$ cat src/rtl/uart_tx_param.sv
// -----------------------------------------------------------------------------
// uart_tx_param
// Parametrised UART transmitter with an input FIFO. Words are accepted through
// a valid/ready handshake, queued, and serialised LSB first as
//   start(0) | DATA_BITS payload | optional parity | STOP_BITS stop(1)
// Frames follow each other with no idle gap while the FIFO holds data.
//
// Parameters
//   CLK_HZ, BAUD : bit period DIV = CLK_HZ / BAUD clocks (DIV >= 2)
//   DATA_BITS    : payload width, 5..8
//   PARITY       : 0 none, 1 odd, 2 even
//   STOP_BITS    : 1 or 2
//   DEPTH        : FIFO entries, power of two, >= 2
//
// Ports
//   clk       in   system clock, rising edge
//   rst       in   synchronous active-high reset (aborts frame, empties FIFO)
//   in_data   in   word to send
//   in_valid  in   in_data valid
//   in_ready  out  FIFO not full; transfer on in_valid & in_ready
//   tx        out  registered serial line, idle high
//   busy      out  frame in progress or FIFO non-empty
//   level     out  FIFO occupancy
// -----------------------------------------------------------------------------
module uart_tx_param #(
    parameter int CLK_HZ    = 48_000_000,
    parameter int BAUD      = 9600,
    parameter int DATA_BITS = 8,
    parameter int PARITY    = 0,
    parameter int STOP_BITS = 1,
    parameter int DEPTH     = 4
) (
    input  logic                         clk,
    input  logic                         rst,
    input  logic [DATA_BITS-1:0]         in_data,
    input  logic                         in_valid,
    output logic                         in_ready,
    output logic                         tx,
    output logic                         busy,
    output logic [$clog2(DEPTH+1)-1:0]   level
);

    localparam int DIV   = CLK_HZ / BAUD;
    localparam int CNT_W = $clog2(DIV);
    localparam int PTR_W = $clog2(DEPTH);
    localparam int LVL_W = $clog2(DEPTH + 1);

    localparam logic [CNT_W-1:0] CNT_LAST  = CNT_W'(DIV - 1);
    localparam logic [2:0]       DATA_LAST = 3'(DATA_BITS - 1);
    localparam logic [2:0]       STOP_LAST = 3'(STOP_BITS - 1);
    localparam logic [LVL_W-1:0] LVL_FULL  = LVL_W'(DEPTH);
    localparam logic [LVL_W-1:0] LVL_ZERO  = {LVL_W{1'b0}};

    typedef enum logic [2:0] {
        S_IDLE   = 3'd0,
        S_START  = 3'd1,
        S_DATA   = 3'd2,
        S_PARITY = 3'd3,
        S_STOP   = 3'd4
    } state_t;

    // Odd parity inverts the plain XOR so payload ^ parity == 1.
    function automatic logic parity_bit(input logic [DATA_BITS-1:0] d);
        return (^d) ^ ((PARITY == 1) ? 1'b1 : 1'b0);
    endfunction

    logic [DATA_BITS-1:0] r_mem [DEPTH];
    logic [PTR_W-1:0]     r_wr_ptr;
    logic [PTR_W-1:0]     r_rd_ptr;
    logic [LVL_W-1:0]     r_level;
    state_t               r_state;
    logic [CNT_W-1:0]     r_cnt;
    logic [2:0]           r_bit;
    logic [DATA_BITS-1:0] r_shift;
    logic                 r_tx;

    state_t               w_next_state;
    logic                 w_push;
    logic                 w_pop;
    logic                 w_nonempty;
    logic                 w_cnt_last;
    logic                 w_bit_last;

    assign w_nonempty = (r_level != LVL_ZERO);
    assign in_ready   = (r_level != LVL_FULL);
    assign w_push     = in_valid & in_ready;
    assign w_cnt_last = (r_cnt == CNT_LAST);
    // r_bit counts payload bits in DATA and stop bits in STOP.
    assign w_bit_last = (r_state == S_DATA) ? (r_bit == DATA_LAST) : (r_bit == STOP_LAST);

    assign tx    = r_tx;
    assign level = r_level;
    assign busy  = (r_state != S_IDLE) | w_nonempty;

    // Next-state decode; the head word is popped on every transition into START.
    always_comb begin
        w_next_state = r_state;
        w_pop        = 1'b0;
        case (r_state)
            S_IDLE: begin
                if (w_nonempty) begin
                    w_next_state = S_START;
                    w_pop        = 1'b1;
                end else begin
                    w_next_state = S_IDLE;
                end
            end
            S_START: begin
                if (w_cnt_last) begin
                    w_next_state = S_DATA;
                end else begin
                    w_next_state = S_START;
                end
            end
            S_DATA: begin
                if (w_cnt_last && w_bit_last) begin
                    w_next_state = (PARITY != 0) ? S_PARITY : S_STOP;
                end else begin
                    w_next_state = S_DATA;
                end
            end
            S_PARITY: begin
                if (w_cnt_last) begin
                    w_next_state = S_STOP;
                end else begin
                    w_next_state = S_PARITY;
                end
            end
            S_STOP: begin
                if (w_cnt_last && w_bit_last) begin
                    if (w_nonempty) begin
                        w_next_state = S_START;
                        w_pop        = 1'b1;
                    end else begin
                        w_next_state = S_IDLE;
                    end
                end else begin
                    w_next_state = S_STOP;
                end
            end
            default: begin
                w_next_state = S_IDLE;
                w_pop        = 1'b0;
            end
        endcase
    end

    // FIFO storage; contents are meaningless once the pointers are reset.
    always_ff @(posedge clk) begin
        if (w_push) begin
            r_mem[r_wr_ptr] <= in_data;
        end
    end

    // FIFO pointers and occupancy; a simultaneous push and pop leave level unchanged.
    always_ff @(posedge clk) begin
        if (rst) begin
            r_wr_ptr <= {PTR_W{1'b0}};
            r_rd_ptr <= {PTR_W{1'b0}};
            r_level  <= LVL_ZERO;
        end else begin
            if (w_push) begin
                r_wr_ptr <= r_wr_ptr + PTR_W'(1);
            end
            if (w_pop) begin
                r_rd_ptr <= r_rd_ptr + PTR_W'(1);
            end
            if (w_push && !w_pop) begin
                r_level <= r_level + LVL_W'(1);
            end else if (!w_push && w_pop) begin
                r_level <= r_level - LVL_W'(1);
            end
        end
    end

    // State register, baud counter and bit index; both counters restart on every state change.
    always_ff @(posedge clk) begin
        if (rst) begin
            r_state <= S_IDLE;
            r_cnt   <= {CNT_W{1'b0}};
            r_bit   <= 3'd0;
            r_shift <= {DATA_BITS{1'b0}};
        end else begin
            r_state <= w_next_state;
            if (w_pop) begin
                r_shift <= r_mem[r_rd_ptr];
            end
            if (w_next_state != r_state) begin
                r_cnt <= {CNT_W{1'b0}};
                r_bit <= 3'd0;
            end else if (r_state != S_IDLE) begin
                if (w_cnt_last) begin
                    r_cnt <= {CNT_W{1'b0}};
                    r_bit <= r_bit + 3'd1;
                end else begin
                    r_cnt <= r_cnt + CNT_W'(1);
                end
            end
        end
    end

    // Line driver: registered from the current state so tx lags state by one clock and never glitches.
    always_ff @(posedge clk) begin
        if (rst) begin
            r_tx <= 1'b1;
        end else begin
            case (r_state)
                S_IDLE:   r_tx <= 1'b1;
                S_START:  r_tx <= 1'b0;
                S_DATA:   r_tx <= r_shift[r_bit];
                S_PARITY: r_tx <= parity_bit(r_shift);
                S_STOP:   r_tx <= 1'b1;
                default:  r_tx <= 1'b1;
            endcase
        end
    end

endmodule

$ cat config.mk
export PLATFORM = sky130hd
export DESIGN_NAME = uart_tx_param
export DESIGN_NICKNAME = d
export VERILOG_FILES = /design/src/rtl/uart_tx_param.sv
export SDC_FILE = /design/constraint.sdc
export NUM_CORES = 1
export LEC_CHECK = 0
export ABC_AREA = 1
export CAP_MARGIN = 25
export CORE_ASPECT_RATIO = 0.75
export CORE_UTILIZATION = 25
export DETAILED_ROUTE_END_ITERATION = 10
export SYNTH_ARGS = -nofsm -noshare
export SYNTH_HDL_FRONTEND = slang
export SYNTH_SLANG_ARGS = --single-unit
export TNS_END_PERCENT = 50
$ cat constraint.sdc
create_clock -name clk -period 6.3 [get_ports clk]
set_input_delay 1.26 -clock clk [delete_from_list [all_inputs] [get_ports clk]]
set_output_delay 1.26 -clock clk [all_outputs]
set_load 0.005 [all_outputs]
==> results.yml <==
routing:
  drc: 0
  route.vias.total: 2555
  drtIter0Drc: 137
  wl_per_cell_um: 11.9
  routed_wl_um: 6830
  viasPerCell: 4.44
  firstDrtPassIters: 4
  drtAntennaViolNets: 0
layout:
  final_core_util: 0.308
  stdcell_area_sq_um: 3860
  final_layout_size_suffix_gt1_frac: 0.100
  area_delta_synth_final_pct: 18.1
  antennaDiodeCount: 0
  num-fill-cells: 1337
  final_cells: 576
  final_nets: 426
critical_path:
  cpMaxStageDelayCell: "clkdlybuf4s50_1"
  critPathTopFamily: "buffers and inverters"
  cp-end-kind: "output pin"
  slowest_delay_ps: 500
  worst_path_most_repeated_cell: "nand2_1"
  crit_buf_inv: 2
  cp.required_ps: 5040
  start_kind: "register"
  path_class: "reg2out"
  reg2reg_slack_ps: 3330
  cp.arrival_ps: 2020
  crit_path_max_fanout: 12
  cp_cell_sequence: "nor2_1 > nand2_1 > inv_1 > nand2_1 > clkdlybuf4s50_1"
clock_tree:
  cts_root_buf: "clkbuf_16"
  cts_hold_buf: 0
  cts_buffers: 9
  postCtsSetupRepairBufs: 0
  path_clk_slew_ps: 60
  clockBufferDepth: 2
  h-tree-depth: 3
  cts_tree: "done"
  clkSinkCount: 67
  clock_latency_ps: 330
  cts_resized: 0
timing:
  maxSlewViolCount: 0
  fin_crit_ps: 3280
  max_freq_mhz: 305
  hold_viol: 0
  grt_setup_unrepaired: "no"
  slew_headroom: 0.458
  finalSetupViolCount: 0
  final.setup.tns_ps: 0
  fin_crit_sh: 0.520
  tightest_slew_ps: 810
  fin_skew_ps: 9.06
power_and_ir_drop:
  power.density_nw_per_um2: 378
  clkPwrFrac: 0.317
  switching_share: 0.347
  switchingPower_uw: 506
  internal_power_uw: 954
  ir_worst_vdd_mv: 0.151
  leakage_nw: 1.40
  pwr-share-seq: 0.409
  share_comb_of_total_power: 0.275
synth:
  synth_nets: 408
  synth_enable_flop_cells: 32
  yosys_warnings: 0
  synth_most_common_cell: "nor2_1"
  yosysSeqAreaShare: 0.508
  netlist_top_cells_area: "edfxtp_1 (29%), dfxtp_1 (21%), nor2_1 (7.7%)"
  syn_area_sq_um: 3270
  synth_cell_types: 34
  synth.top_cell.area_share: 0.294
  ys.flop_type: "dfxtp_1"
  async_reset_ff_frac: 0
  yosysTopAreaCell: "edfxtp_1"
  synth_cells: 387
  netlist_top_cells_count: "nor2_1 (67), nand2_1 (55), o21ai_0 (44)"
  syn_avg_cell_area_sq_um: 8.44
  ys_ff_latch: 67
floorplanning:
  die_y_um: 101
  std_cell_rows: 35
  dieArea_sq_um: 13500
  initial_utilization: 0.261
  die_w_um: 134
  design.core.area_sq_um: 12500
  ios: 17
outcome:
  status: "finished, final reports clean"
global_route:
  grt_max_degree: 20
  grt_pass1_vias: 2465
  grt_pass1_wl_um: 11800
  grt_usage: 0.110
  grt-ovfl-total: 0
  antenna_found_initial: 0
placed_design:
  dp_hpwl_um: 4850
  place_inst: 560
  io_buffers: 16
  gp_congestion: 0.843
  dpl_cell_area_sq_um: 3580
min_path:
  hold_class: "reg2reg"
job:
  max_cap_viol_count: 0
## final timing paths
check / startpoint / endpoint / depth (start not counted)
worst max-delay path: r_state[0] / busy / 5
worst min-delay path: r_shift[0] / r_shift[0] / 2
worst max register to register: r_bit[0] / level[2] / 16
worst min register to register: r_shift[0] / r_shift[0] / 2
## metal layers
layer	vias to the layer above	track usage	part of all wire
li1	1319	-	-
met1	1189	0.151	0.52
met2	45	0.169	0.43
met3	2	0.0241	0.035
met4	0	0.0415	0.0075
met5	-	0	0
## sequential cells by signal (all words and copies together), names as in the netlist
register,flops
level,3
r_wr_ptr,2
r_rd_ptr,2
r_mem,32
r_bit,3
tx,1
r_shift,8
r_state,3
r_cnt,13
## layout make-up
cell class | instances | area, sq um | share of cell area
clock inverter | 6 | 50.0 | 0.0130
timing repair buffer | 16 | 160 | 0.0415
sequential | 67 | 1660 | 0.430
inverter | 47 | 176 | 0.0457
clock buffer | 10 | 229 | 0.0593
multi-input combinational | 264 | 1380 | 0.356
tap | 166 | 208 | 0.0538
## through the flow
step,total power [mW],setup slack [ps],hold WS (ps)
finish,1.46,3020,501
global route,1.55,2870,537
CTS,1.47,2990,502
detailed placement,1.01,3100,493
global placement,0.996,3190,495
floorplan,0.899,3750,458
## layout by cell type, fill, tap and decap left out
cell / netlist / final
edfxtp_1: 32 / 32
clkdlybuf4s50_1: 0 / 16
inv_2: 4 / 4
nand4_1: 6 / 6
or2_1: 1 / 1
o21ai_0: 44 / 44
o21bai_2: 1 / 1
nor2_1: 67 / 67
nand3_4: 1 / 1
clkinvlp_4: 0 / 2
xor2_1: 4 / 4
nand3_1: 16 / 16
nand2_1: 55 / 55
inv_6: 0 / 2
a31oi_1: 1 / 1
a2bb2oi_1: 1 / 1
o22ai_1: 10 / 10
inv_1: 43 / 43
clkbuf_1: 3 / 1
fa_1: 1 / 1
a21oi_1: 14 / 14
nor2_2: 14 / 14
or2_2: 1 / 1
o21bai_1: 2 / 2
clkinv_4: 0 / 2
nor3_1: 6 / 6
ha_1: 9 / 9
dfxtp_1: 35 / 35
nand2_2: 1 / 1
nand3_2: 1 / 1
nor3_2: 2 / 2
clkbuf_16: 0 / 9
xnor2_1: 4 / 4
nand2_4: 1 / 1
a22oi_1: 1 / 1
## worst reg2reg max path, stage by stage, from the launching register on
cell and delay [ps]:
dfxtp_1 420, inv_1 150, ha_1 220, inv_1 50, nor2_1 30, nand2_1 60, nand2_1 80, nand3_1 90
nand2_1 240, inv_1 380, ha_1 220, inv_1 70, fa_1 380, a21oi_1 140, o21ai_0 110, o21ai_0 160
a21oi_1 50
## power groups by stage
stage,Clock [mW],Sequential (mW),Combinational (mW)
finish,0.463,0.596,0.401
global route,0.492,0.606,0.456
floorplan,0,0.573,0.327
CTS,0.470,0.596,0.405
global placement,0,0.605,0.391
detailed placement,0,0.605,0.402
## kinds of logic after synthesis
family	after synthesis	share of synthesized area
AND/OR/NAND/NOR	172	0.236
AO/OA/AOI/OAI	74	0.123
flip-flops	67	0.508
buffers and inverters	56	0.0708
adder cells (fa/ha/maj)	10	0.0406
XOR/XNOR	8	0.0214
Note: power is estimated with default switching activity, not from simulation.
